===== config.mk =====
export PLATFORM = sky130hd
export DESIGN_NAME = xevious_coin_cond
export DESIGN_NICKNAME = d
export VERILOG_FILES = /design/src/rtl/xevious_pkg.sv /design/src/rtl/xevious_coin_chan.sv /design/src/rtl/xevious_coin_cond.sv
export SDC_FILE = /design/constraint.sdc
export NUM_CORES = 1
export LEC_CHECK = 0
export BUFFER_PORTS_ARGS = -buffer_cell sky130_fd_sc_hd__buf_2
export CAP_MARGIN = 0
export CORE_AREA = 2 2 63 65
export CTS_CLUSTER_SIZE = 10
export DETAILED_ROUTE_END_ITERATION = 8
export DIE_AREA = 0 0 65 67
export GPL_TIMING_DRIVEN = 0
export PLACE_DENSITY_LB_ADDON = 0.25
export SYNTH_ARGS = -nofsm -noshare
export SYNTH_HDL_FRONTEND = slang
export SYNTH_SLANG_ARGS = --single-unit

===== constraint.sdc =====
create_clock -name clk_sys -period 2 [get_ports clk_sys]
set_input_delay 0.6 -clock clk_sys [delete_from_list [all_inputs] [get_ports clk_sys]]
set_output_delay 0.6 -clock clk_sys [all_outputs]
set_load 0.01 [all_outputs]

===== src/rtl/xevious_pkg.sv =====
// Shared types and widths for the Xevious coin conditioner.
package xevious_pkg;

    typedef enum logic [1:0] {
        ST_IDLE  = 2'd0,
        ST_PULSE = 2'd1,
        ST_GAP   = 2'd2
    } coin_state_t;

    localparam int CNT_W  = 4;
    localparam int PEND_W = 2;
    localparam logic [PEND_W-1:0] PEND_MAX = 2'd3;

    // Saturating increment of the queued-credit counter.
    function automatic logic [PEND_W-1:0] pend_inc(input logic [PEND_W-1:0] p);
        return (p == PEND_MAX) ? p : p + 2'd1;
    endfunction

endpackage


===== src/rtl/xevious_coin_chan.sv =====
// One coin channel: IDLE/PULSE/GAP sequencer with a frame counter and a credit queue.
module xevious_coin_chan
    import xevious_pkg::*;
#(
    parameter int COIN_FRAMES = 4,
    parameter int COIN_GAP    = 4
) (
    input  logic clk_sys,
    input  logic reset,
    input  logic frame_tick,
    input  logic req_rise,
    output logic coin_out,
    output logic coin_busy
);

    localparam logic [CNT_W-1:0] FRAMES_LAST = CNT_W'(COIN_FRAMES);
    localparam logic [CNT_W-1:0] GAP_LAST    = CNT_W'(COIN_GAP);

    coin_state_t        state_reg, state_next;
    logic [CNT_W-1:0]   cnt_reg, cnt_next;
    logic [PEND_W-1:0]  pend_reg, pend_next;
    logic [CNT_W-1:0]   cnt_inc;

    assign cnt_inc = cnt_reg + 4'd1;

    always_comb begin
        state_next = state_reg;
        cnt_next   = cnt_reg;
        pend_next  = pend_reg;
        case (state_reg)
            ST_IDLE: begin
                if (req_rise) begin
                    state_next = ST_PULSE;
                    cnt_next   = '0;
                end
            end
            ST_PULSE: begin
                if (req_rise)
                    pend_next = pend_inc(pend_reg);
                if (frame_tick) begin
                    if (cnt_inc == FRAMES_LAST) begin
                        state_next = ST_GAP;
                        cnt_next   = '0;
                    end else begin
                        cnt_next = cnt_inc;
                    end
                end
            end
            ST_GAP: begin
                if (frame_tick && (cnt_inc == GAP_LAST)) begin
                    cnt_next = '0;
                    // A fresh edge on the exit cycle cancels the dequeue of a stored credit.
                    if (pend_reg != '0) begin
                        state_next = ST_PULSE;
                        if (!req_rise)
                            pend_next = pend_reg - 2'd1;
                    end else if (req_rise) begin
                        state_next = ST_PULSE;
                    end else begin
                        state_next = ST_IDLE;
                    end
                end else begin
                    if (frame_tick)
                        cnt_next = cnt_inc;
                    if (req_rise)
                        pend_next = pend_inc(pend_reg);
                end
            end
            default: begin
                state_next = ST_IDLE;
                cnt_next   = '0;
                pend_next  = '0;
            end
        endcase
    end

    always_ff @(posedge clk_sys) begin
        if (reset) begin
            state_reg <= ST_IDLE;
            cnt_reg   <= '0;
            pend_reg  <= '0;
        end else begin
            state_reg <= state_next;
            cnt_reg   <= cnt_next;
            pend_reg  <= pend_next;
        end
    end

    assign coin_out  = (state_reg == ST_PULSE);
    assign coin_busy = (state_reg != ST_IDLE) | (pend_reg != '0);

endmodule


===== src/rtl/xevious_coin_cond.sv =====
// Coin/service input conditioner: synchronises raw requests, derives frame ticks
// from vblank and shapes each coin request into frame-timed credit pulses.
module xevious_coin_cond
    import xevious_pkg::*;
#(
    parameter int COIN_FRAMES = 4,
    parameter int COIN_GAP    = 4
) (
    input  logic       clk_sys,
    input  logic       reset,
    input  logic       vblank,
    input  logic       pause,
    input  logic [1:0] coin_req,
    input  logic       service_sw,
    output logic [1:0] coin_out,
    output logic [1:0] coin_busy,
    output logic       service_trigger
);

    logic [2:0] raw_in;
    logic [2:0] sync1_reg, sync2_reg, edge_reg, armed_reg;
    logic [1:0] valid_reg;
    logic [2:0] rise;
    logic       vb_d1_reg, vb_d2_reg;
    logic       svc_reg;
    logic       frame_tick;

    assign raw_in = {service_sw, coin_req};

    // armed_reg blocks an edge until a genuine low has been seen after reset, so an
    // input already held through reset cannot create a credit.
    always_ff @(posedge clk_sys) begin
        if (reset) begin
            sync1_reg <= '0;
            sync2_reg <= '0;
            edge_reg  <= '0;
            armed_reg <= '0;
            valid_reg <= '0;
            vb_d1_reg <= 1'b0;
            vb_d2_reg <= 1'b0;
            svc_reg   <= 1'b0;
        end else begin
            sync1_reg <= raw_in;
            sync2_reg <= sync1_reg;
            edge_reg  <= sync2_reg;
            valid_reg <= {valid_reg[0], 1'b1};
            armed_reg <= armed_reg | (~sync2_reg & {3{valid_reg[1]}});
            vb_d1_reg <= vblank;
            vb_d2_reg <= vb_d1_reg;
            svc_reg   <= rise[2];
        end
    end

    assign rise            = sync2_reg & ~edge_reg & armed_reg;
    assign frame_tick      = vb_d1_reg & ~vb_d2_reg & ~pause;
    assign service_trigger = svc_reg;

    generate
        for (genvar gi = 0; gi < 2; gi++) begin : g_chan
            xevious_coin_chan #(
                .COIN_FRAMES (COIN_FRAMES),
                .COIN_GAP    (COIN_GAP)
            ) u_chan (
                .clk_sys    (clk_sys),
                .reset      (reset),
                .frame_tick (frame_tick),
                .req_rise   (rise[gi]),
                .coin_out   (coin_out[gi]),
                .coin_busy  (coin_busy[gi])
            );
        end
    endgenerate

endmodule


==> impl_metrics.yaml, run 1 <==
layout:
  most-common-layout-cells: "dfxtp_1, nand2_1, nor2_1"
  antenna_cells: 0
  largest_reg_flops: 8
  final_common_cell: "dfxtp_1"
  stdcell_count: 286
  post-route-util: 0.621
  n_fill_cell: 319
  drive_gt1_frac: 0.210
  layout-area-overhead-vs-synth_pct: 17.1
  fin_nets: 262
pwr:
  vdd_drop_max_v: 0.000508
  p_leak_nw: 0.979
  power_mw: 1.74
  p_per_area_nw_per_um2: 777
setup_path:
  path_cells: "inv_1, ha_2, nand2_1, buf_4, buf_2"
  worstRegToRegCells: 6
  slowest_stage: "dfxtp_1"
  cpPeakStageDelay_ns: 0.33
  path_max_fanout: 9
  path_delay_family: "buffers and inverters"
  rrSetupSlack_ns: 0.10
  path_class: "reg2out"
  cp-start-kind: "flip-flop"
  cp_data_required_time_ns: 1.40
  cp.arrival_ns: 1.37
  timing.rr.end: "g_chan[0].u_chan.pend_reg[1]$_SDFFE_PP0P_"
  path_buf_inv: 3
  critPathCaptureType: "output pin"
  r2r-start: "g_chan[0].u_chan.cnt_reg[0]$_SDFFE_PP0P_"
timing:
  final_max_slew_viol_count: 0
  rsz0062_at_grt: "true"
  worst_slew_margin_rel: 0.622
  worstMarginPinSlew_ns: 0.567
  fin_worst_skew_ns: 0.00649
  fin_crit_ns: 1.97
  setup_violations: 0
  period_share: 0.987
  fin_hold_ws_ns: 0.393
  hold_viol: 0
  max_freq_mhz: 507
die:
  ios: 12
  die_h_um: 67
  rows: 22
  start_util: 0.531
  die-area_um2: 4360
  die_w_um: 65
  core-area_um2: 3610
hold_path:
  hold_end: "service_trigger$_SDFF_PP0_"
  hp-class: "reg2reg"
  holdPathStages: 1
  hp-start: "edge_reg[2]$_SDFF_PP0_"
yosys:
  ys.flop_type: "dfxtp_1"
  async_flop_share: 0
  synth_cells: 219
  ys_seq_area_frac: 0.345
  synth_area_um2: 1910
  ys_warn_count: 0
  synth_nets: 244
  ys_seq_elements: 33
  yosys.area.top_type_share: 0.345
  synth-edff-count: 0
  synth_area_per_cell_um2: 8.74
  ys_types: 49
  yosysTopAreaCell: "dfxtp_1"
  netlist_top_cells_area: "dfxtp_1, ha_1, nor2b_1"
place:
  place_hpwl_mm: 2.78
  portBuffers: 11
  dp.cells: 278
  gp_congestion: 0.836
drt:
  drt_iter0_drc: 43
  wl_per_cell_um: 13.8
  ant_nets: 0
  drcViolationCount: 0
  vias: 1602
  wl_mm: 3.93
  viasPerCell: 5.60
  drtPass1Iterations: 4
global_routing:
  grt_pass1_wl_mm: 6.73
  grt_usage: 0.205
  antenna_found_initial: 0
  grt_pass1_vias: 1502
  grt-ovfl-total: 0
  grt_max_degree: 11
cts:
  cts_hold_buf: 0
  h-tree-depth: 2
  clockBufferDepth: 2
  root_buffer: "clkbuf_8"
  cts_buffers: 5
  clkTransAtPathRegs_ns: 0.07
  cts_tree: "done"
  insertion_delay_ns: 0.29
  clkSinkCount: 33
run:
  drv_cap: 0
run_status:
  status: "finished clean"
[layer usage]
metal  routed length [um]  GRT usage
met2                 1930      0.361
met3                  110     0.0557
met5                    0          0
met1                 1830      0.236
met4                   64     0.0798
[stage by stage]
stage / TNS [ns] / instance area (um^2) / setup WS, ns
final: 0 / 2240 / 0.0268
after global routing: -0.0882 / 2240 / -0.0603
after CTS: 0 / 2190 / 0.0126
after detailed placement: -0.468 / 2030 / -0.132
after global placement: -0.465 / 2030 / -0.129
after floorplan: 0 / 1910 / 0.0530
[power breakdown]
group | switching [mW] | internal [mW]
logic | 0.214 | 0.166
clock network | 0.249 | 0.406
registers | 0.0220 | 0.684
[final cells by class]
| cell class | count | area (um^2) | area share |
|---|---|---|---|
| multi-input combinational | 157 | 1200 | 0.534 |
| clock inverter | 1 | 30.0 | 0.0134 |
| timing repair buffer | 15 | 85.1 | 0.0380 |
| sequential | 33 | 671 | 0.299 |
| clock buffer | 7 | 86.3 | 0.0385 |
| buffer | 9 | 51.3 | 0.0229 |
| tap | 48 | 60.1 | 0.0268 |
| inverter | 16 | 60.1 | 0.0268 |
[synthesized netlist by cell type, types with 2 or more instances]
library cell  instances
or4_1                 2
buf_4                 4
mux2i_1               3
a32o_1                3
a31oi_1               3
nor3_1                3
a21o_1                3
nand2_1              18
and3b_1               3
a211oi_1              2
o21ai_0               6
o211a_1               4
a32oi_1               3
o21a_1                2
nor2b_1              13
dfxtp_1              33
nor3b_1               3
nor2_1               16
nor4b_1               2
ha_1                 18
a21oi_1              14
nand3b_1              3
nand3_1               3
inv_1                15
nand2b_1              2
o211ai_1              8
clkbuf_1              8
[logic make-up (layout without fill, tap and decap cells)]
logic type / after synthesis / count (layout) / synth area share
DFF: 33 / 33 / 0.345
adders and majority gates: 18 / 18 / 0.118
AOI/OAI and AO/OA: 60 / 60 / 0.233
buffers and inverters: 29 / 48 / 0.0654
and+or+nand+nor: 74 / 74 / 0.210
muxes: 5 / 5 / 0.0294
[timing repair]
action	4_1_cts	5_1_grt
pin swaps	3	2
setup endpoints to repair	6	13
gates resized for setup	9	14
buffers inserted	4	1
[worst max-delay path by stage]
stage                                           endpoint  cells past startpoint                                  startpoint  slack [ns]
4_1_cts                                      coin_out[0]                      4  g_chan[0].u_chan.state_reg[1]$_SDFFE_PP0P_        0.01
6_report                                    coin_busy[1]                      5  g_chan[1].u_chan.state_reg[0]$_SDFFE_PP0P_        0.03
3_3_place_gp   g_chan[0].u_chan.pend_reg[1]$_SDFFE_PP0P_                      6    g_chan[0].u_chan.cnt_reg[0]$_SDFFE_PP0P_       -0.13
2_1_floorplan  g_chan[0].u_chan.pend_reg[1]$_SDFFE_PP0P_                      6    g_chan[0].u_chan.cnt_reg[0]$_SDFFE_PP0P_        0.05
5_1_grt                                     coin_busy[1]                      5  g_chan[1].u_chan.state_reg[0]$_SDFFE_PP0P_       -0.06
3_5_place_dp    g_chan[1].u_chan.cnt_reg[3]$_SDFFE_PP0P_                      6                                       pause       -0.13
Power figures use the tool's default switching activity.
==> inputs of run 2 (changes only) <==
--- a/config.mk
+++ b/config.mk
@@ -5,7 +5,7 @@
 export SDC_FILE = /design/constraint.sdc
 export NUM_CORES = 1
 export LEC_CHECK = 0
-export BUFFER_PORTS_ARGS = -buffer_cell sky130_fd_sc_hd__buf_2
+export BUFFER_PORTS_ARGS = -buffer_cell sky130_fd_sc_hd__buf_4
 export CAP_MARGIN = 0
 export CORE_AREA = 2 2 63 65
 export CTS_CLUSTER_SIZE = 10
==> run 2 against run 1 <==
- cell area up 1.2%
- sequential power about the same
- clock-buffer cell count down 1
- register-to-register slack worse by 0.05 ns
- critical path depth up 2
- global-route usage down 0.48 points
- flip-flop and latch count unchanged
- core utilization up 0.76 points
- die area unchanged
- worst setup slack better by 0.022 ns
- clock skew down 0.00092 ns
- highest routed layer unchanged
==> impl_metrics.yaml, run 2 (synthesis gave the netlist of run 1 again) <==
run_status:
  status: "finished clean"
global_routing:
  grt_usage: 0.200
  grt_pass1_wl_mm: 6.75
  grt_max_degree: 11
  antenna_found_initial: 0
  grt_pass1_vias: 1497
  grt-ovfl-total: 0
place:
  portBuffers: 11
  gp_congestion: 0.854
  place_hpwl_mm: 2.72
  dp.cells: 278
layout:
  antenna_cells: 0
  largest_reg_flops: 8
  n_fill_cell: 322
  stdcell_count: 288
  final_common_cell: "dfxtp_1"
  layout-area-overhead-vs-synth_pct: 18.5
  drive_gt1_frac: 0.213
  fin_nets: 264
  most-common-layout-cells: "dfxtp_1, buf_4, nand2_1"
drt:
  vias: 1594
  wl_per_cell_um: 14.0
  wl_mm: 4.03
  drcViolationCount: 0
  drt_iter0_drc: 148
  drtPass1Iterations: 4
  ant_nets: 0
  viasPerCell: 5.53
timing:
  setup_violations: 0
  hold_viol: 0
  period_share: 0.975
  fin_crit_ns: 1.95
  worst_slew_margin_rel: 0.652
  rsz0062_at_grt: "true"
  fin_worst_skew_ns: 0.00557
  worstMarginPinSlew_ns: 0.522
  final_max_slew_viol_count: 0
  max_freq_mhz: 513
die:
  rows: 22
  start_util: 0.531
  ios: 12
  die-area_um2: 4360
  die_w_um: 65
  core-area_um2: 3610
  die_h_um: 67
pwr:
  clkPwrFrac: 0.299
  sequentialPowerShare: 0.444
  swShare: 0.300
  p_per_area_nw_per_um2: 703
  power_mw: 1.60
  switchingPower_mw: 0.478
  vdd_drop_max_v: 0.000437
  p_comb_frac: 0.257
  p_int_mw: 1.12
  p_leak_nw: 0.980
setup_path:
  cp.arrival_ns: 2.13
  timing.rr.end: "g_chan[0].u_chan.cnt_reg[2]$_SDFFE_PP0P_"
  cp_data_required_time_ns: 2.17
  worstRegToRegCells: 7
  critPathCaptureType: "flip-flop"
  path_class: "reg2reg"
  path_max_fanout: 4
  rrSetupSlack_ns: 0.05
  r2r-start: "g_chan[0].u_chan.cnt_reg[0]$_SDFFE_PP0P_"
  cp-start-kind: "flip-flop"
cts:
  clockBufferDepth: 2
  cts_tree: "done"
  h-tree-depth: 2
  clkSinkCount: 33
  insertion_delay_ns: 0.28
  clkTransAtPathRegs_ns: 0.07
  root_buffer: "clkbuf_8"
  cts_buffers: 5
run:
  drv_cap: 0
hold_path:
  hp-class: "reg2reg"
  hold_end: "service_trigger$_SDFF_PP0_"
  holdPathStages: 1
  hp-start: "edge_reg[2]$_SDFF_PP0_"
-- run 2: cell count changes in the layout (fill, tap and decap cells not counted), sizes merged --
| cell | previous run | this run |
|---|---|---|
| buf | 21 | 23 |
| clkinv | 1 | 3 |
| bufinv | 1 | 0 |
| clkbuf | 10 | 9 |
-- run 2: critical path, stage by stage (launching register included) --
cell     delay (ns)
dfxtp_4        0.35
ha_2           0.18
or2b_1         0.27
o32ai_4        0.31
buf_6          0.16
a31oi_4        0.09
o211a_1        0.25
a32o_1         0.25
-- run 2: worst max path at each step --
| stage | from | endpoint | slack, ns | depth (start not counted) |
|---|---|---|---|---|
| 6_report | g_chan[0].u_chan.cnt_reg[0]$_SDFFE_PP0P_ | g_chan[0].u_chan.cnt_reg[2]$_SDFFE_PP0P_ | 0.05 | 7 |
| 5_1_grt | g_chan[1].u_chan.state_reg[0]$_SDFFE_PP0P_ | g_chan[1].u_chan.pend_reg[1]$_SDFFE_PP0P_ | -0.03 | 6 |
| 4_1_cts | g_chan[0].u_chan.cnt_reg[1]$_SDFFE_PP0P_ | g_chan[0].u_chan.pend_reg[1]$_SDFFE_PP0P_ | -0.01 | 6 |
| 3_5_place_dp | g_chan[0].u_chan.cnt_reg[0]$_SDFFE_PP0P_ | g_chan[0].u_chan.pend_reg[1]$_SDFFE_PP0P_ | -0.14 | 6 |
| 3_3_place_gp | g_chan[0].u_chan.cnt_reg[0]$_SDFFE_PP0P_ | g_chan[0].u_chan.pend_reg[1]$_SDFFE_PP0P_ | -0.13 | 6 |
| 2_1_floorplan | g_chan[0].u_chan.cnt_reg[0]$_SDFFE_PP0P_ | g_chan[0].u_chan.pend_reg[1]$_SDFFE_PP0P_ | 0.05 | 6 |
-- run 2: timing repair --
item	in CTS	in global routing
hold buffers	0	0
endpoints found under the setup margin	6	14
pin swaps	3	4
setup buffers	3	3
resized for setup	11	16
-- run 2: metal layers --
metal | routed length, um | part of all wire | track usage
met1 | 1860 | 0.46 | 0.241
met2 | 2030 | 0.50 | 0.353
met3 | 101 | 0.025 | 0.0338
met4 | 44 | 0.011 | 0.0824
met5 | 0 | 0 | 0
-- run 2: power groups by stage --
stage	clock [mW]	combinational (mW)	sequential, mW
6_report	0.477	0.411	0.708
5_1_grt	0.513	0.457	0.712
4_1_cts	0.485	0.361	0.704
3_5_place_dp	0	0.354	0.719
3_3_place_gp	0	0.352	0.718
2_1_floorplan	0	0.255	0.714
-- run 2: final cells by class --
cell class	count	area [um^2]	share of cell area
multi-input combinational	157	1210	0.533
clock buffer	6	72.6	0.0320
timing repair buffer	17	131	0.0579
sequential	33	674	0.297
tap	48	60.1	0.0265
buffer	9	51.3	0.0226
clock inverter	2	10.0	0.00441
inverter	16	60.1	0.0265
-- run 2: per-stage QoR --
| stage | util | setup TNS [ns] | cell area [um^2] | hold WS [ns] | worst slack, ns |
|---|---|---|---|---|---|
| 6_report | 0.629 | 0 | 2270 | 0.396 | 0.0491 |
| 3_5_place_dp | 0.570 | -0.533 | 2060 | 0.392 | -0.135 |
| 3_3_place_gp | 0.570 | -0.497 | 2060 | 0.382 | -0.128 |
| 5_1_grt | 0.629 | -0.0635 | 2270 | 0.407 | -0.0342 |
| 4_1_cts | 0.610 | -0.0101 | 2200 | 0.398 | -0.00960 |
| 2_1_floorplan | - | 0 | 1910 | 0.376 | 0.0530 |
